<file path="src/rtl/dsdemod2_if.sv">
// Bitstream-in / PCM-out bundle between a delta-sigma source and the dsdemod2 decimator.
// The master drives the bitstream and accept enable; the slave returns strobed PCM words.
interface dsdemod2_if #(
    parameter int n = 4
) ();
    logic                in;
    logic                en;
    logic signed [n-1:0] out;
    logic                valid;

    modport master (output in, output en, input out, input valid);
    modport slave  (input in, input en, output out, output valid);
endinterface

</file>
<file path="src/rtl/dsdemod2.sv">
// Second-order CIC (sinc^2) decimator recovering signed n-bit PCM from a 1-bit
// delta-sigma stream; emits one strobed word per 2^k accepted bits.
module dsdemod2 #(
    parameter int n = 4,
    parameter int k = 4
) (
    input  logic         clk,
    input  logic         clr,
    dsdemod2_if.slave    bus
);
    localparam int W  = 2 * k + 2;
    localparam int R  = 2 ** k;
    localparam int SH = 2 * k - (n - 1);

    localparam logic signed [W-1:0] ONE     = W'(1);
    localparam logic signed [W-1:0] NEG_ONE = '1;
    localparam logic signed [W-1:0] MAX_W   = W'(2 ** (n - 1) - 1);
    localparam logic signed [W-1:0] MIN_W   = W'(-(2 ** (n - 1)));
    localparam logic [k-1:0]        CNT_TOP = k'(R - 1);

    logic signed [W-1:0] i1_q, i1_d;
    logic signed [W-1:0] i2_q, i2_d;
    logic signed [W-1:0] d1_q, d1_d;
    logic signed [W-1:0] d2_q, d2_d;
    logic [k-1:0]        cnt_q, cnt_d;
    logic signed [n-1:0] out_q, out_d;
    logic                valid_q, valid_d;

    logic signed [W-1:0] x;
    logic signed [W-1:0] c1;
    logic signed [W-1:0] c2;
    logic signed [W-1:0] c2_sh;

    // Only the positive full-scale value can overflow after the shift, but clamp
    // both ends so warm-up transients never wrap into the wrong sign.
    function automatic logic signed [n-1:0] sat(input logic signed [W-1:0] v);
        if (v > MAX_W) begin
            return MAX_W[n-1:0];
        end else if (v < MIN_W) begin
            return MIN_W[n-1:0];
        end else begin
            return v[n-1:0];
        end
    endfunction

    always_comb begin
        x       = bus.in ? ONE : NEG_ONE;
        i1_d    = i1_q;
        i2_d    = i2_q;
        d1_d    = d1_q;
        d2_d    = d2_q;
        cnt_d   = cnt_q;
        out_d   = out_q;
        valid_d = 1'b0;
        c1      = '0;
        c2      = '0;
        c2_sh   = '0;
        if (bus.en) begin
            // Integrators wrap modulo 2^W; the comb differences stay exact regardless.
            i1_d  = i1_q + x;
            i2_d  = i2_q + i1_q;
            cnt_d = cnt_q + 1'b1;
            if (cnt_q == CNT_TOP) begin
                c1      = i2_q - d1_q;
                c2      = c1 - d2_q;
                c2_sh   = c2 >>> SH;
                d1_d    = i2_q;
                d2_d    = c1;
                out_d   = sat(c2_sh);
                valid_d = 1'b1;
            end
        end
    end

    always_ff @(posedge clk or negedge clr) begin
        if (!clr) begin
            i1_q    <= '0;
            i2_q    <= '0;
            d1_q    <= '0;
            d2_q    <= '0;
            cnt_q   <= '0;
            out_q   <= '0;
            valid_q <= 1'b0;
        end else begin
            i1_q    <= i1_d;
            i2_q    <= i2_d;
            d1_q    <= d1_d;
            d2_q    <= d2_d;
            cnt_q   <= cnt_d;
            out_q   <= out_d;
            valid_q <= valid_d;
        end
    end

    assign bus.out   = out_q;
    assign bus.valid = valid_q;
endmodule
</file>
<file path="src/flat_wrapper.sv">
// flat-port wrapper written by rule: the top's interface ports become plain ports
module dsdemod2_flat 
#(
    parameter int n = 4,
    parameter int k = 4
)
  (clk, clr, bus_in, bus_en, bus_out, bus_valid);
  dsdemod2_if #(.n(n)) bus_i ();
  input  logic clk;
  input  logic clr;
  input wire logic [$bits(bus_i.in)-1:0] bus_in;
  input wire logic [$bits(bus_i.en)-1:0] bus_en;
  output wire logic [$bits(bus_i.out)-1:0] bus_out;
  output wire logic [$bits(bus_i.valid)-1:0] bus_valid;
  assign bus_i.in = bus_in;
  assign bus_i.en = bus_en;
  assign bus_out = bus_i.out;
  assign bus_valid = bus_i.valid;
  dsdemod2 #(.n(n), .k(k)) u_core (.clk(clk), .clr(clr), .bus(bus_i));
endmodule
</file>
<file path="config.mk">
export PLATFORM = sky130hd
export DESIGN_NAME = dsdemod2_flat
export DESIGN_NICKNAME = d
export VERILOG_FILES = /design/src/rtl/dsdemod2_if.sv /design/src/rtl/dsdemod2.sv /design/src/flat_wrapper.sv
export SDC_FILE = /design/constraint.sdc
export NUM_CORES = 1
export LEC_CHECK = 0
export BUFFER_PORTS_ARGS = -buffer_cell sky130_fd_sc_hd__buf_2
export CORE_AREA = 2 2 110 112
export CTS_CLUSTER_DIAMETER = 200
export DETAILED_ROUTE_END_ITERATION = 8
export DIE_AREA = 0 0 112 114
export HOLD_SLACK_MARGIN = 0.02
export MAX_ROUTING_LAYER = met4
export PLACE_DENSITY = 0.49
export SYNTH_ARGS = -nofsm -noshare
export SYNTH_HDL_FRONTEND = slang
export SYNTH_SLANG_ARGS = --single-unit
</file>
<file path="constraint.sdc">
create_clock -name clk -period 4.03 [get_ports clk]
set_input_delay 0 -clock clk [delete_from_list [all_inputs] [get_ports clk]]
set_output_delay 0 -clock clk [all_outputs]
set_load 0.005 [all_outputs]
</file>
* Word level (Yosys, flattened, before mapping)
Index checks and enable logic that the tools add are counted.
** Storage, ports and cells
- Output and inout bits :: 5
- Logic and storage cells :: 21
- Register bits after elaboration :: 49
- Input port bits :: 4
** Cells by class
- Mux-type cells :: 5
- Order comparisons :: 2
- Reductions and logical operators :: 1
- Add/sub/neg operators :: 5
- Equal/unequal tests :: 1
** Operators by type and width (count)
- 10-bit adder :: 2
- 10-bit subtractor :: 2
- 10-bit two-way mux :: 1
- 4-bit two-way mux :: 2
- 5-bit by 4-bit greater-than comparator with 1-bit output (second input constant) :: 1
- 5-bit by 4-bit less-than comparator with 1-bit output (second input constant) :: 1
- 4-bit by 1-bit adder with 4-bit output (second input constant) :: 1
- 4-bit equality test (second input constant) :: 1
- 1-bit two-way mux :: 2
- 2-bit AND reduction :: 1

* Depth between registers and ports, before layout
Gate-level depths: netlist (run 1).
- Depth after elaboration :: 5
- Mapped depth :: 17
- Mapped depth without buffers :: 17

* Worst setup path after synthesis (run 1)
Ideal clock, no wire load.
- Path type :: register to register
- Start :: reg u_core.d1_q[0]
- End :: reg u_core.out_q[3] (netlist: u_core.bus.out[3])
- Cell stages (with the launch flop) :: 17
- Path buffers :: 0
- Arrival :: 3263 ps
- Setup slack :: 642 ps
- Setup time :: 125 ps
- Data required time :: 3905 ps
- Period minus slack after synthesis :: 3388 ps
- Cell sequence :: dfrtp_1 > ha_1 > fa_1 > nor2b_1 > o21ai_0 > a21boi_0 > o21ai_0 > nor2b_1 > xnor2_1 > ha_1 > a21o_1 > a21oi_2 > a21boi_1 > a211o_1 > a31oi_1 > xnor2_1 > mux2_4
** On the way
- Word-level cells in the longest chain between the ends :: 5
- Elaborated cells on any way between the ends :: 6
- Classes of those cells :: add/sub (2); order compare (2); mux (2)
** Ends and longest elaborated chain
- start, declared :: RTL line dsdemod2.sv:23 : logic signed [W-1:0] d1_q, d1_d;
- start signal, assigned :: RTL line dsdemod2.sv:79 : d1_q <= '0;
- start signal, assigned :: RTL line dsdemod2.sv:87 : d1_q <= d1_d;
- 10-bit subtractor (*) :: RTL line dsdemod2.sv:64 : c1 = i2_q - d1_q;
- 10-bit subtractor (*) :: RTL line dsdemod2.sv:65 : c2 = c1 - d2_q;
- 5-bit by 4-bit less-than comparator with 1-bit output :: RTL line dsdemod2.sv:39 : end else if (v < MIN_W) begin
- 4-bit two-way mux :: RTL line dsdemod2.sv:39
- 4-bit two-way mux (*) :: RTL line dsdemod2.sv:37 : if (v > MAX_W) begin
- end signal, assigned :: RTL line dsdemod2.sv:90 : out_q <= out_d;
- end, declared :: RTL line dsdemod2.sv:26 : logic signed [n-1:0] out_q, out_d;
Mark *: on every way between the ends. The rest lies on a longest branch, timed or not.
A chain may end at the register's enable or synchronous reset.

* Worst setup path after layout (run 1)
- Start :: reg u_core.i2_q[0]
- End :: reg u_core.out_q[2] (netlist: u_core.bus.out[2])
** On the way
- Word-level cells in the longest chain between the ends :: 5
- Elaborated cells on any way between the ends :: 6
- Classes of those cells :: add/sub (2); order compare (2); mux (2)
** Ends and longest elaborated chain
- start, declared :: RTL line dsdemod2.sv:22 : logic signed [W-1:0] i2_q, i2_d;
- start signal, assigned :: RTL line dsdemod2.sv:86 : i2_q <= i2_d;
- 10-bit subtractor (*) :: RTL line dsdemod2.sv:64
- 10-bit subtractor (*) :: RTL line dsdemod2.sv:65
- 5-bit by 4-bit less-than comparator with 1-bit output :: RTL line dsdemod2.sv:39
- 4-bit two-way mux :: RTL line dsdemod2.sv:39
- 4-bit two-way mux (*) :: RTL line dsdemod2.sv:37
Marked as above.

==> report_table.html, run 1 <==
<table>
<tr><th>Metric</th><th>Value</th></tr>
<tr><th colspan="2">Floorplanning</th></tr>
<tr><td>Initial Util</td><td>29.0%</td></tr>
<tr><td>Floorplan die height</td><td>114 µm</td></tr>
<tr><td>Chip width</td><td>112 µm</td></tr>
<tr><td>Area inside the core boundary</td><td>11,700 µm²</td></tr>
<tr><td>Top-level I/O count</td><td>9</td></tr>
<tr><td>Area enclosed by the die boundary</td><td>12,800 µm²</td></tr>
<tr><td>Row count</td><td>40</td></tr>
<tr><th colspan="2">Yosys</th></tr>
<tr><td>Syn Nets</td><td>406</td></tr>
<tr><td>Total of flip-flops plus latches after synthesis</td><td>49</td></tr>
<tr><td>Fraction of registers with async set/reset</td><td>100%</td></tr>
<tr><td>Post-synth EDFFs</td><td>0</td></tr>
<tr><td>Dominant cell type by area after synthesis</td><td>dfrtp_1</td></tr>
<tr><td>Instance count of the mapped netlist</td><td>364</td></tr>
<tr><td>Post-Synth Simple-Gate Area</td><td>11.2%</td></tr>
<tr><td>Commonest cells in the synthesized netlist</td><td>dfrtp_1, ha_1, inv_1, nand2_1, o21ai_0</td></tr>
<tr><td>Post-synthesis adder-cell area fraction</td><td>14.7%</td></tr>
<tr><td>Number of warnings printed during yosys synthesis</td><td>0</td></tr>
<tr><td>Netlist area before placement</td><td>3390 µm²</td></tr>
<tr><td>Share of the synthesized area in compound gates (AO/OA/AOI/OAI)</td><td>19.8%</td></tr>
<tr><td>Sequential share of the synthesized area</td><td>36.1%</td></tr>
<tr><td>Avg Inst Size Synth</td><td>9.32 µm²</td></tr>
<tr><td>Most used standard cell by instance count after synthesis</td><td>dfrtp_1</td></tr>
<tr><td>Main synth FF type</td><td>dfrtp_1</td></tr>
<tr><td>Combinational family with the most area after synthesis</td><td>compound AO/OA/AOI/OAI gates</td></tr>
<tr><td>Top-area cell type share of the netlist area</td><td>36.1%</td></tr>
<tr><td>Portion of netlist area occupied by mux cells</td><td>6.56%</td></tr>
<tr><td>Count of unique library cells instantiated by Yosys</td><td>45</td></tr>
<tr><td>Synthesized-area fraction occupied by xor and xnor cells</td><td>6.71%</td></tr>
<tr><td>Synth top area cells</td><td>dfrtp_1, ha_1, xnor2_1, o21ai_0, mux2_2</td></tr>
<tr><th colspan="2">Clocking</th></tr>
<tr><td>Worst-path clk slew</td><td>0.07 ns</td></tr>
<tr><td>Clock tree from TritonCTS</td><td>built</td></tr>
<tr><td>Count of hold buffers inserted by post-cts repair</td><td>1</td></tr>
<tr><td>Clock latency on the worst-skew pair</td><td>0.29 ns</td></tr>
<tr><td>Cts bufs inserted</td><td>5</td></tr>
<tr><td>Clock Sinks</td><td>49</td></tr>
<tr><td>Post-CTS repair timing setup buffer count</td><td>0</td></tr>
<tr><td>Count of instances resized after the clock tree is built</td><td>0</td></tr>
<tr><td>Root Driver</td><td>clkbuf_16</td></tr>
<tr><td>Max H-tree Level</td><td>2</td></tr>
<tr><td>Buffer depth of the longest clock path</td><td>2</td></tr>
<tr><th colspan="2">STA</th></tr>
<tr><td>Max Freq</td><td>265 MHz</td></tr>
<tr><td>Total negative setup slack</td><td>0 ns</td></tr>
<tr><td>Final number of max-transition violations</td><td>0</td></tr>
<tr><td>Measured slew at the worst slew-check pin</td><td>0.893 ns</td></tr>
<tr><td>RSZ-0062 raised after global routing</td><td>false</td></tr>
<tr><td>Final setup fails</td><td>0</td></tr>
<tr><td>Relative slew slack</td><td>40.4%</td></tr>
<tr><td>Shortest clock period the worst path allows after layout</td><td>3.77 ns</td></tr>
<tr><td>Final Hold Vio Count</td><td>0</td></tr>
<tr><td>Post-route clock skew</td><td>0.00688 ns</td></tr>
<tr><td>Share of the cycle needed by the critical path after routing</td><td>93.6%</td></tr>
<tr><th colspan="2">Cells and area</th></tr>
<tr><td>Post-layout net count</td><td>415</td></tr>
<tr><td>Layout cell share with drive strength beyond 1</td><td>9.89%</td></tr>
<tr><td>Final antenna diode count</td><td>0</td></tr>
<tr><td>Area growth from synthesis to layout</td><td>10.2%</td></tr>
<tr><td>Fillcell total</td><td>1,227</td></tr>
<tr><td>Number of standard cells in the final layout excluding fillers</td><td>521</td></tr>
<tr><th colspan="2">Setup path</th></tr>
<tr><td>Slowest stage delay, CP</td><td>0.41 ns</td></tr>
<tr><td>Worst reg-to-reg setup slack</td><td>0.26 ns</td></tr>
<tr><td>Max stage delay cell, worst path</td><td>fa_1</td></tr>
<tr><td>Highest net fanout along the worst path</td><td>6</td></tr>
<tr><td>Kind of launch point of the worst setup path</td><td>flip-flop</td></tr>
<tr><td>Capturing instance or port of the critical path</td><td>u_core.bus.out[2]</td></tr>
<tr><td>Kind of end point of the critical path</td><td>flip-flop</td></tr>
<tr><td>Signal arrival time at the worst endpoint</td><td>3.89 ns</td></tr>
<tr><td>CP Class</td><td>reg -&gt; reg</td></tr>
<tr><td>Launching element of the worst setup path</td><td>u_core.i2_q[0]</td></tr>
<tr><td>Origin of the critical flop-to-flop path</td><td>u_core.i2_q[0]</td></tr>
<tr><td>Data required time of the worst path</td><td>4.15 ns</td></tr>
<tr><td>Endpoint of the lowest-slack register-to-register path</td><td>u_core.bus.out[2]</td></tr>
<tr><td>Sequence of cells on the critical path</td><td>inv_1 &gt; ha_1 &gt; fa_1 &gt; nor2b_1 &gt; o21ai_0 &gt; a21boi_0 &gt; o21ai_0 &gt; nor2b_1 &gt; xnor2_1 &gt; ha_1 &gt; a21o_1 &gt; a21oi_2 &gt; a21boi_1 &gt; a211o_1 &gt; a31oi_1 &gt; xnor2_1 &gt; a31oi_1</td></tr>
<tr><td>Length in cells of the worst reg-to-reg path</td><td>17</td></tr>
<tr><th colspan="2">Placed design</th></tr>
<tr><td>Weighted congestion reported at the end of routability-driven placement</td><td>0.780</td></tr>
<tr><td>Placed Instances</td><td>512</td></tr>
<tr><td>Sum of net half-perimeters after detailed placement</td><td>4610 µm</td></tr>
<tr><td>Count of input and output buffers</td><td>8</td></tr>
<tr><th colspan="2">Routing</th></tr>
<tr><td>DRC viols</td><td>0</td></tr>
<tr><td>ANT nets after route</td><td>0</td></tr>
<tr><td>Via-per-instance ratio</td><td>4.81</td></tr>
<tr><td>Final WL</td><td>6350 µm</td></tr>
<tr><td>Detailed Routing Iterations Pass 1</td><td>4</td></tr>
<tr><td>Starting DRT DRC Count</td><td>132</td></tr>
<tr><td>Vias after detailed routing</td><td>2,507</td></tr>
<tr><td>Wire length per cell</td><td>12.2 µm</td></tr>
<tr><th colspan="2">Global routing</th></tr>
<tr><td>Overall overflow remaining after global route</td><td>0</td></tr>
<tr><td>Antenna violations before repair</td><td>0</td></tr>
<tr><td>Largest net degree at the start of global routing</td><td>50</td></tr>
<tr><td>Total routing resource utilization after global routing</td><td>11.0%</td></tr>
<tr><td>Global-route wire length before repair</td><td>11,400 µm</td></tr>
<tr><td>Vias in the first global route</td><td>2,505</td></tr>
<tr><th colspan="2">Min path</th></tr>
<tr><td>Type of the most critical hold path</td><td>in -&gt; reg</td></tr>
<tr><td>Worst hold start</td><td>bus_en</td></tr>
<tr><th colspan="2">Run</th></tr>
<tr><td># Max-Cap Violations</td><td>0</td></tr>
<tr><th colspan="2">Outcome</th></tr>
<tr><td>Status</td><td>completed</td></tr>
</table>
-- cell usage in the layout (no fill, tap or decap), types with 8 or more instances in the layout --
master,n
xnor2_1,20
mux2_2,14
a21oi_1,22
nand2_1,32
a21o_1,8
a31oi_1,8
nor2b_1,9
nor3_1,9
nor2_1,19
dfrtp_1,49
buf_2,8
ha_1,35
inv_1,32
o21ai_0,32
o21a_1,10
-- kinds of logic (layout without fill, tap and decap cells) --
| kind of cell | count (synthesis) | in the layout |
|---|---|---|
| compound gates | 107 | 107 |
| simple gates | 83 | 83 |
| flops | 49 | 49 |
| buf+inv | 41 | 51 |
| fa+ha+maj | 38 | 38 |
| xor+xnor | 26 | 26 |
| mux | 20 | 20 |
-- worst min-delay path by stage --
stage / to / slack, ns / cells after the start
after floorplan: u_core.bus.out[0] / -0.30 / 0
after global placement: u_core.bus.valid / 0.16 / 2
after detailed placement: u_core.bus.valid / 0.17 / 2
after CTS: u_core.i1_q[5] / 0.24 / 2
after global routing: u_core.i2_q[1] / 0.28 / 2
final: u_core.i2_q[1] / 0.23 / 2
-- stage by stage --
| stage | util [%] | setup slack [ns] | hold WS (ns) | cell area [µm²] |
|---|---|---|---|---|
| after CTS | 31.9 | 0.282 | 0.242 | 3740 |
| after floorplan | - | 0.642 | -0.296 | 3390 |
| after detailed placement | 30.6 | 0.306 | 0.170 | 3590 |
| after global routing | 31.9 | 0.0376 | 0.278 | 3740 |
| after global placement | 30.6 | 0.376 | 0.161 | 3590 |
| final | 31.9 | 0.260 | 0.235 | 3740 |
-- registers in the layout, summed over array words and instances (netlist names) --
register          flops
u_core.d1_q          10
u_core.d2_q          10
u_core.i1_q          10
u_core.i2_q          10
u_core.bus.out        4
u_core.cnt_q          4
u_core.bus.valid      1
-- layout make-up --
class                           instances  area (µm²)  share of cell area, %
Multi-Input combinational cell        274        2000                   53.5
Sequential cell                        49        1230                   32.8
Tap cell                              147         184                   4.92
Clock buffer                            6         129                   3.45
Inverter                               32         120                   3.21
Timing Repair Buffer                   11        65.1                   1.74
Clock inverter                          2        15.0                  0.401
-- routing by layer --
layer  part of all wire (%)  routed length, µm  global-route usage (%)
met5                      0                  0                       -
met2                     48               3060                    19.6
met4                    1.6                 99                    3.09
met3                    2.9                183                    1.81
met1                     47               3010                    12.9
-- critical path: cells and delay by family, from the launching register on --
| family | cells | cell delay [ns] |
|---|---|---|
| AO/OA/AOI/OAI | 9 | 1.45 |
| flip-flops | 1 | 0.35 |
| buffers and inverters | 1 | 0.07 |
| XOR/XNOR | 2 | 0.50 |
| adder cells (fa/ha/maj) | 3 | 0.95 |
| AND/OR/NAND/NOR | 2 | 0.29 |
Power of run 1 is not shown: default switching activity piles up to over one toggle a cycle in this logic, so the estimate is an artifact.
==> inputs of run 2 (changes only) <==
--- a/config.mk
+++ b/config.mk
@@ -6,10 +6,10 @@
 export NUM_CORES = 1
 export LEC_CHECK = 0
 export BUFFER_PORTS_ARGS = -buffer_cell sky130_fd_sc_hd__buf_2
-export CORE_AREA = 2 2 110 112
+export CORE_AREA = 2 2 141 88
 export CTS_CLUSTER_DIAMETER = 200
 export DETAILED_ROUTE_END_ITERATION = 8
-export DIE_AREA = 0 0 112 114
+export DIE_AREA = 0 0 143 90
 export HOLD_SLACK_MARGIN = 0.02
 export MAX_ROUTING_LAYER = met4
 export PLACE_DENSITY = 0.49
==> report_table.html, run 2 (synthesis gave the netlist of run 1 again) <==
<table>
<tr><th>Metric</th><th>Value</th></tr>
<tr><th colspan="2">Clocking</th></tr>
<tr><td>Clock tree from TritonCTS</td><td>built</td></tr>
<tr><td>Max H-tree Level</td><td>2 (unchanged)</td></tr>
<tr><td>Buffer depth of the longest clock path</td><td>2 (unchanged)</td></tr>
<tr><td>Worst-path clk slew</td><td>0.07 ns (about the same)</td></tr>
<tr><td>Root Driver</td><td>clkbuf_16</td></tr>
<tr><td>Cts bufs inserted</td><td>5 (unchanged)</td></tr>
<tr><td>Post-CTS repair timing setup buffer count</td><td>0 (unchanged)</td></tr>
<tr><td>Clock Sinks</td><td>49 (unchanged)</td></tr>
<tr><td>Clock latency on the worst-skew pair</td><td>0.30 ns (about the same)</td></tr>
<tr><th colspan="2">Cells and area</th></tr>
<tr><td>Layout cell share with drive strength beyond 1</td><td>10.9% (+1.0 points)</td></tr>
<tr><td>Most common library cell in the layout ignoring fill and taps</td><td>dfrtp_1</td></tr>
<tr><td>Commonest cells after routing, fill and taps aside</td><td>dfrtp_1, ha_1, inv_1, o21ai_0, nand2_1</td></tr>
<tr><td>Post-layout net count</td><td>416 (+0.24%)</td></tr>
<tr><td>Area growth from synthesis to layout</td><td>12.2%</td></tr>
<tr><td>Final std cell area, no fill</td><td>3810 µm² (+1.8%)</td></tr>
<tr><td>Final antenna diode count</td><td>0 (unchanged)</td></tr>
<tr><th colspan="2">Placed design</th></tr>
<tr><td>Sum of net half-perimeters after detailed placement</td><td>4940 µm (+7.1%)</td></tr>
<tr><td>Standard cell area after detailed placement</td><td>3620 µm² (+0.84%)</td></tr>
<tr><td>Count of input and output buffers</td><td>8 (unchanged)</td></tr>
<tr><td>Weighted congestion reported at the end of routability-driven placement</td><td>0.780 (about the same)</td></tr>
<tr><th colspan="2">Setup path</th></tr>
<tr><td>Signal arrival time at the worst endpoint</td><td>3.95 ns (+0.06 ns)</td></tr>
<tr><td>Kind of launch point of the worst setup path</td><td>flip-flop</td></tr>
<tr><td>Cell type group with the largest total delay on the critical path</td><td>compound AO/OA/AOI/OAI gates</td></tr>
<tr><td>CP Class</td><td>reg -&gt; reg</td></tr>
<tr><td>Data required time of the worst path</td><td>4.21 ns (+0.06 ns)</td></tr>
<tr><td>Cell mode on critical path</td><td>o21a_1</td></tr>
<tr><td>Sequence of cells on the critical path</td><td>inv_1 &gt; ha_1 &gt; nor2b_1 &gt; o31a_1 &gt; o21a_1 &gt; o21a_1 &gt; o21a_1 &gt; nor3_1 &gt; nor2_1 &gt; ha_1 &gt; a21oi_2 &gt; a21boi_1 &gt; a211o_1 &gt; a31oi_1 &gt; xnor2_2 &gt; mux2_4</td></tr>
<tr><td>CP Buf/Inv Count</td><td>1 (unchanged)</td></tr>
<tr><td>Slowest stage delay, CP</td><td>0.46 ns (+0.05 ns)</td></tr>
<tr><td>Kind of end point of the critical path</td><td>flip-flop</td></tr>
<tr><td>Max stage delay cell, worst path</td><td>ha_1</td></tr>
<tr><td>Highest net fanout along the worst path</td><td>8 (+2)</td></tr>
<tr><th colspan="2">Routing</th></tr>
<tr><td>Via-per-instance ratio</td><td>4.54 (-5.6%)</td></tr>
<tr><td>Starting DRT DRC Count</td><td>170 (+29%)</td></tr>
<tr><td>Detailed Routing Iterations Pass 1</td><td>4 (unchanged)</td></tr>
<tr><td>Final WL</td><td>6780 µm (+6.7%)</td></tr>
<tr><td>Wire length per cell</td><td>12.5 µm (+2.9%)</td></tr>
<tr><td>ANT nets after route</td><td>0 (unchanged)</td></tr>
<tr><td>DRC viols</td><td>0 (unchanged)</td></tr>
<tr><td>Vias after detailed routing</td><td>2,452 (-2.2%)</td></tr>
<tr><th colspan="2">Floorplanning</th></tr>
<tr><td>Floorplan die height</td><td>90 µm (-21%)</td></tr>
<tr><td>Area enclosed by the die boundary</td><td>12,900 µm² (+0.80%)</td></tr>
<tr><td>Chip width</td><td>143 µm (+28%)</td></tr>
<tr><td>Row count</td><td>31 (-23%)</td></tr>
<tr><td>Area inside the core boundary</td><td>11,700 µm² (-0.31%)</td></tr>
<tr><td>Initial Util</td><td>29.1% (+0.090 points)</td></tr>
<tr><td>Top-level I/O count</td><td>9 (unchanged)</td></tr>
<tr><th colspan="2">Run</th></tr>
<tr><td># Max-Cap Violations</td><td>0 (unchanged)</td></tr>
<tr><th colspan="2">STA</th></tr>
<tr><td>Final Hold Vio Count</td><td>0 (unchanged)</td></tr>
<tr><td>Final number of max-transition violations</td><td>0 (unchanged)</td></tr>
<tr><td>Final setup fails</td><td>0 (unchanged)</td></tr>
<tr><td>Share of the cycle needed by the critical path after routing</td><td>93.6% (+0.095 points)</td></tr>
<tr><td>Final hold slack</td><td>0.253 ns (+0.0187 ns)</td></tr>
<tr><td>Post-route clock skew</td><td>0.00946 ns (+0.00258 ns)</td></tr>
<tr><td>Relative slew slack</td><td>37.1% (-3.3 points)</td></tr>
<tr><td>RSZ-0062 raised after global routing</td><td>false</td></tr>
<tr><td>Total negative setup slack</td><td>0 ns (unchanged)</td></tr>
<tr><td>Max Freq</td><td>265 MHz (-0.10%)</td></tr>
<tr><td>Shortest clock period the worst path allows after layout</td><td>3.77 ns (+0.00383 ns)</td></tr>
<tr><td>Measured slew at the worst slew-check pin</td><td>0.943 ns (+0.0499 ns)</td></tr>
<tr><th colspan="2">Min path</th></tr>
<tr><td>Type of the most critical hold path</td><td>in -&gt; reg</td></tr>
<tr><th colspan="2">Global routing</th></tr>
<tr><td>Largest net degree at the start of global routing</td><td>50 (unchanged)</td></tr>
<tr><td>Antenna violations before repair</td><td>0 (unchanged)</td></tr>
<tr><td>Global-route wire length before repair</td><td>11,000 µm (-3.0%)</td></tr>
<tr><td>Overall overflow remaining after global route</td><td>0 (unchanged)</td></tr>
<tr><td>Vias in the first global route</td><td>2,187 (-13%)</td></tr>
<tr><td>Total routing resource utilization after global routing</td><td>11.2% (+0.23 points)</td></tr>
<tr><th colspan="2">Outcome</th></tr>
<tr><td>Status</td><td>completed</td></tr>
</table>
-- run 2: cell types whose count changed in the layout (fill, tap and decap cells not counted), sizes merged --
| cell | previous run | this run |
|---|---|---|
| buf | 10 | 11 |
| clkinv | 0 | 1 |
| clkinvlp | 2 | 1 |
| clkbuf | 6 | 5 |
| bufinv | 0 | 1 |
-- run 2: metrics by stage --
stage | std cells | util (%) | worst slack (ns)
3_3_place_gp | 531 | 31.0 | 0.333
5_1_grt | 540 | 32.6 | 0.00624
4_1_cts | 540 | 32.5 | 0.222
6_report | 540 | 32.6 | 0.256
2_1_floorplan | 364 | - | 0.642
3_5_place_dp | 531 | 31.0 | 0.254
-- run 2: layout make-up --
type / count / area [µm²]
Fill cell: 1206 / 7870
Inverter: 32 / 120
Multi-Input combinational cell: 274 / 2010
Sequential cell: 49 / 1230
Timing Repair Buffer: 12 / 72.6
Clock inverter: 3 / 46.3
Clock buffer: 5 / 125
Tap cell: 165 / 206
-- run 2: layer usage --
metal / track usage, % / share of wire (%)
met1: 18.7 / 59
met2: 12.5 / 35
met3: 3.20 / 4.9
met4: 2.48 / 0.72
met5: - / 0
-- run 2: final timing paths --
check                                 from           endpoint  slack, ns  cells past startpoint
max                         u_core.d1_q[1]  u_core.bus.out[3]       0.26                     16
min in group asynchronous              clr  u_core.bus.out[3]       0.35                      3
max reg2reg                 u_core.d1_q[1]  u_core.bus.out[3]       0.26                     16
max in group asynchronous              clr     u_core.i2_q[0]       3.23                      3
min                                 bus_en     u_core.i1_q[1]       0.25                      3
min reg2reg                u_core.cnt_q[3]    u_core.cnt_q[3]       0.48                      1
-- run 2: tightest hold or removal path: stages --
cell	delay [ns]
buf_2	0.30
nand2_1	0.12
o21ai_0	0.07
-- run 2: timing repair --
action,4_1_cts,5_1_grt
endpoints found under the hold margin,49,0
hold buffers,1,0
gates resized for setup,0,3
setup endpoints to repair,0,4
Power of run 2 is left out for the same reason.
==> inputs of run 3 (changes only) <==
--- a/config.mk
+++ b/config.mk
@@ -5,6 +5,7 @@
 export SDC_FILE = /design/constraint.sdc
 export NUM_CORES = 1
 export LEC_CHECK = 0
+export ABC_AREA = 1
 export BUFFER_PORTS_ARGS = -buffer_cell sky130_fd_sc_hd__buf_2
 export CORE_AREA = 2 2 141 88
 export CTS_CLUSTER_DIAMETER = 200
==> constraint.sdc (replaced) <==
create_clock -name clk -period 4.03 [get_ports clk]
set_input_delay 1.0075 -clock clk [delete_from_list [all_inputs] [get_ports clk]]
set_output_delay 1.0075 -clock clk [all_outputs]
set_load 0.005 [all_outputs]
==> report_table.html, run 3 <==
<table>
<tr><th>Metric</th><th>Value</th></tr>
<tr><th colspan="2">Clocking</th></tr>
<tr><td>Cts bufs inserted</td><td>5 (unchanged)</td></tr>
<tr><td>Clock tree from TritonCTS</td><td>built</td></tr>
<tr><td>Buffer depth of the longest clock path</td><td>2 (unchanged)</td></tr>
<tr><td>Max H-tree Level</td><td>2 (unchanged)</td></tr>
<tr><td>Worst-path clk slew</td><td>0.07 ns (about the same)</td></tr>
<tr><td>Clock latency on the worst-skew pair</td><td>0.29 ns (about the same)</td></tr>
<tr><td>Post-CTS repair timing setup buffer count</td><td>0 (unchanged)</td></tr>
<tr><td>Count of hold buffers inserted by post-cts repair</td><td>0 (-1)</td></tr>
<tr><td>Root Driver</td><td>clkbuf_16</td></tr>
<tr><td>Count of instances resized after the clock tree is built</td><td>0 (unchanged)</td></tr>
<tr><td>Clock Sinks</td><td>49 (unchanged)</td></tr>
<tr><th colspan="2">Min path</th></tr>
<tr><td>Hold path depth</td><td>1 (-2)</td></tr>
<tr><td>Endpoint, Worst Hold</td><td>u_core.cnt_q[3]</td></tr>
<tr><td>Type of the most critical hold path</td><td>reg -&gt; reg</td></tr>
<tr><td>Worst hold start</td><td>u_core.cnt_q[3]</td></tr>
<tr><th colspan="2">Placed design</th></tr>
<tr><td>Weighted congestion reported at the end of routability-driven placement</td><td>0.799 (+2.4%)</td></tr>
<tr><td>Sum of net half-perimeters after detailed placement</td><td>5710 µm (+16%)</td></tr>
<tr><td>Count of input and output buffers</td><td>8 (unchanged)</td></tr>
<tr><th colspan="2">STA</th></tr>
<tr><td>Final Hold Vio Count</td><td>0 (unchanged)</td></tr>
<tr><td>Max Freq</td><td>298 MHz (+12%)</td></tr>
<tr><td>Share of the cycle needed by the critical path after routing</td><td>83.3% (-10 points)</td></tr>
<tr><td>Shortest clock period the worst path allows after layout</td><td>3.36 ns (-0.415 ns)</td></tr>
<tr><td>Measured slew at the worst slew-check pin</td><td>0.923 ns (-0.0195 ns)</td></tr>
<tr><td>Post-route clock skew</td><td>0.00530 ns (-0.00416 ns)</td></tr>
<tr><td>Final setup fails</td><td>0 (unchanged)</td></tr>
<tr><td>Final hold slack</td><td>0.477 ns (+0.223 ns)</td></tr>
<tr><td>RSZ-0062 raised after global routing</td><td>false</td></tr>
<tr><td>Final number of max-transition violations</td><td>0 (unchanged)</td></tr>
<tr><td>Relative slew slack</td><td>38.4% (+1.4 points)</td></tr>
<tr><td>Total negative setup slack</td><td>0 ns (unchanged)</td></tr>
<tr><th colspan="2">Cells and area</th></tr>
<tr><td>Most common library cell in the layout ignoring fill and taps</td><td>nand2_1</td></tr>
<tr><td>Final antenna diode count</td><td>0 (unchanged)</td></tr>
<tr><td>Layout cell share with drive strength beyond 1</td><td>8.13% (-2.8 points)</td></tr>
<tr><td>Post-layout net count</td><td>484 (+16%)</td></tr>
<tr><td>Commonest cells after routing, fill and taps aside</td><td>nand2_1, inv_1, dfrtp_1</td></tr>
<tr><td>Area growth from synthesis to layout</td><td>11.9%</td></tr>
<tr><td>Fillcell total</td><td>1,235 (+2.4%)</td></tr>
<tr><th colspan="2">Yosys</th></tr>
<tr><td>Fraction of registers with async set/reset</td><td>100% (unchanged)</td></tr>
<tr><td>Sequential share of the synthesized area</td><td>36.0% (-0.093 points)</td></tr>
<tr><td>Syn Nets</td><td>474 (+17%)</td></tr>
<tr><td>Most used standard cell by instance count after synthesis</td><td>nand2_1</td></tr>
<tr><td>Dominant cell type by area after synthesis</td><td>dfrtp_1</td></tr>
<tr><td>Netlist area before placement</td><td>3400 µm² (+0.26%)</td></tr>
<tr><td>Synth top area cells</td><td>dfrtp_1, ha_1, nand2_1, inv_1, o21ai_0</td></tr>
<tr><td>Top-area cell type share of the netlist area</td><td>36.0% (-0.093 points)</td></tr>
<tr><td>Instance count of the mapped netlist</td><td>432 (+19%)</td></tr>
<tr><td>Avg Inst Size Synth</td><td>7.88 µm² (-16%)</td></tr>
<tr><td>Main synth FF type</td><td>dfrtp_1</td></tr>
<tr><td>Commonest cells in the synthesized netlist</td><td>nand2_1, inv_1, dfrtp_1</td></tr>
<tr><td>Number of warnings printed during yosys synthesis</td><td>0 (unchanged)</td></tr>
<tr><td>Count of unique library cells instantiated by Yosys</td><td>31 (-31%)</td></tr>
<tr><td>Post-synth EDFFs</td><td>0 (unchanged)</td></tr>
<tr><td>Total of flip-flops plus latches after synthesis</td><td>49 (unchanged)</td></tr>
<tr><th colspan="2">Floorplanning</th></tr>
<tr><td>Area enclosed by the die boundary</td><td>12,900 µm² (unchanged)</td></tr>
<tr><td>Area inside the core boundary</td><td>11,700 µm² (unchanged)</td></tr>
<tr><td>Floorplan die height</td><td>90 µm (unchanged)</td></tr>
<tr><td>Row count</td><td>31 (unchanged)</td></tr>
<tr><td>Initial Util</td><td>29.1% (+0.075 points)</td></tr>
<tr><td>Chip width</td><td>143 µm (unchanged)</td></tr>
<tr><td>Top-level I/O count</td><td>9 (unchanged)</td></tr>
<tr><th colspan="2">Setup path</th></tr>
<tr><td>Signal arrival time at the worst endpoint</td><td>3.54 ns (-0.41 ns)</td></tr>
<tr><td>Kind of launch point of the worst setup path</td><td>flip-flop</td></tr>
<tr><td>Data required time of the worst path</td><td>4.22 ns (about the same)</td></tr>
<tr><td>CP Class</td><td>reg -&gt; reg</td></tr>
<tr><td>Worst reg-to-reg setup slack</td><td>0.67 ns (+0.42 ns)</td></tr>
<tr><td>Highest net fanout along the worst path</td><td>3 (-5)</td></tr>
<tr><td>Origin of the critical flop-to-flop path</td><td>u_core.i2_q[0]</td></tr>
<tr><td>Kind of end point of the critical path</td><td>flip-flop</td></tr>
<tr><td>Length in cells of the worst reg-to-reg path</td><td>19 (+3)</td></tr>
<tr><td>Endpoint of the lowest-slack register-to-register path</td><td>u_core.bus.out[2]</td></tr>
<tr><th colspan="2">Routing</th></tr>
<tr><td>DRC viols</td><td>0 (unchanged)</td></tr>
<tr><td>Wire length per cell</td><td>12.2 µm (-2.7%)</td></tr>
<tr><td>Vias after detailed routing</td><td>2,704 (+10%)</td></tr>
<tr><td>Via-per-instance ratio</td><td>4.45 (-2.1%)</td></tr>
<tr><td>Final WL</td><td>7420 µm (+9.5%)</td></tr>
<tr><td>Detailed Routing Iterations Pass 1</td><td>4 (unchanged)</td></tr>
<tr><td>Starting DRT DRC Count</td><td>150 (-12%)</td></tr>
<tr><td>ANT nets after route</td><td>0 (unchanged)</td></tr>
<tr><th colspan="2">Outcome</th></tr>
<tr><td>Status</td><td>completed</td></tr>
<tr><th colspan="2">Global routing</th></tr>
<tr><td>Overall overflow remaining after global route</td><td>0 (unchanged)</td></tr>
<tr><td>Total routing resource utilization after global routing</td><td>12.8% (+1.5 points)</td></tr>
<tr><td>Global-route wire length before repair</td><td>12,700 µm (+15%)</td></tr>
<tr><td>Largest net degree at the start of global routing</td><td>39 (-22%)</td></tr>
<tr><td>Antenna violations before repair</td><td>0 (unchanged)</td></tr>
<tr><td>Vias in the first global route</td><td>2,512 (+15%)</td></tr>
<tr><th colspan="2">Run</th></tr>
<tr><td># Max-Cap Violations</td><td>0 (unchanged)</td></tr>
</table>
run 3: cell count changes after synthesis, sizes merged, moves of 8 or more:
cell,before,now
nand2,32,112
xor2,6,14
nand3,1,19
o21a,10,1
mux2,15,0
inv,32,65
xnor2,20,12
nor2b,9,0
o21ai,33,49
run 3: critical path, cell delays in order, from the launching register on:
cell      delay (ns)
dfrtp_1         0.35
inv_1           0.07
ha_1            0.21
fa_1            0.40
o21ai_0         0.36
a21oi_1         0.12
o21bai_1        0.17
xor2_1          0.21
inv_1           0.06
ha_1            0.31
nand2_1         0.10
a21oi_1         0.05
a211oi_1        0.18
nand2_1         0.09
xnor2_1         0.21
nand3_1         0.13
nand2_1         0.07
nand2_1         0.04
nand2_1         0.05
nand2_1         0.06
run 3: final cells by class:
| class | instances | area [µm²] | area share, % |
|---|---|---|---|
| clock buffers | 6 | 139 | 3.65 |
| clock inverters | 2 | 37.5 | 0.986 |
| multi-input cells | 310 | 1890 | 49.7 |
| repair buffers | 11 | 62.6 | 1.64 |
| inverters | 65 | 244 | 6.41 |
| well taps | 165 | 206 | 5.42 |
| flip-flops and latches | 49 | 1230 | 32.2 |
run 3: cell families after synthesis:
kind of cell / count (synthesis) / share of synthesized area (%)
buf+inv: 73 / 8.39
compound gates: 89 / 14.2
simple gates: 157 / 20.0
fa+ha+maj: 38 / 14.6
flops: 49 / 36.0
xor+xnor: 26 / 6.69
run 3: metrics by stage:
stage / worst slack (ns) / utilization, % / std cells / area [µm²]
finish: 0.672 / 32.6 / 608 / 3810
global route: 0.397 / 32.6 / 608 / 3810
CTS: 0.686 / 32.6 / 608 / 3810
detailed placement: 0.715 / 31.1 / 600 / 3630
global placement: 0.843 / 31.1 / 600 / 3630
floorplan: 1.05 / - / 432 / 3400
run 3: how the worst max path moves through the flow:
stage / startpoint / to / cells past startpoint
4_1_cts: u_core.d1_q[0] / u_core.bus.out[2] / 18
2_1_floorplan: u_core.d1_q[0] / u_core.bus.out[0] / 20
3_5_place_dp: u_core.i2_q[0] / u_core.bus.out[2] / 19
3_3_place_gp: u_core.i2_q[0] / u_core.bus.out[2] / 19
5_1_grt: u_core.i2_q[0] / u_core.bus.out[0] / 19
6_report: u_core.i2_q[0] / u_core.bus.out[2] / 19
run 3: metal layers:
layer  part of all wire, %  GRT usage (%)  vias up
met2                    37           16.3       36
li1                      -              -     1421
met3                   3.7           2.61        4
met1                    59           20.3     1243
met5                     0              -        -
met4                  0.55           2.48        0
Power of run 3 is left out for the same reason.
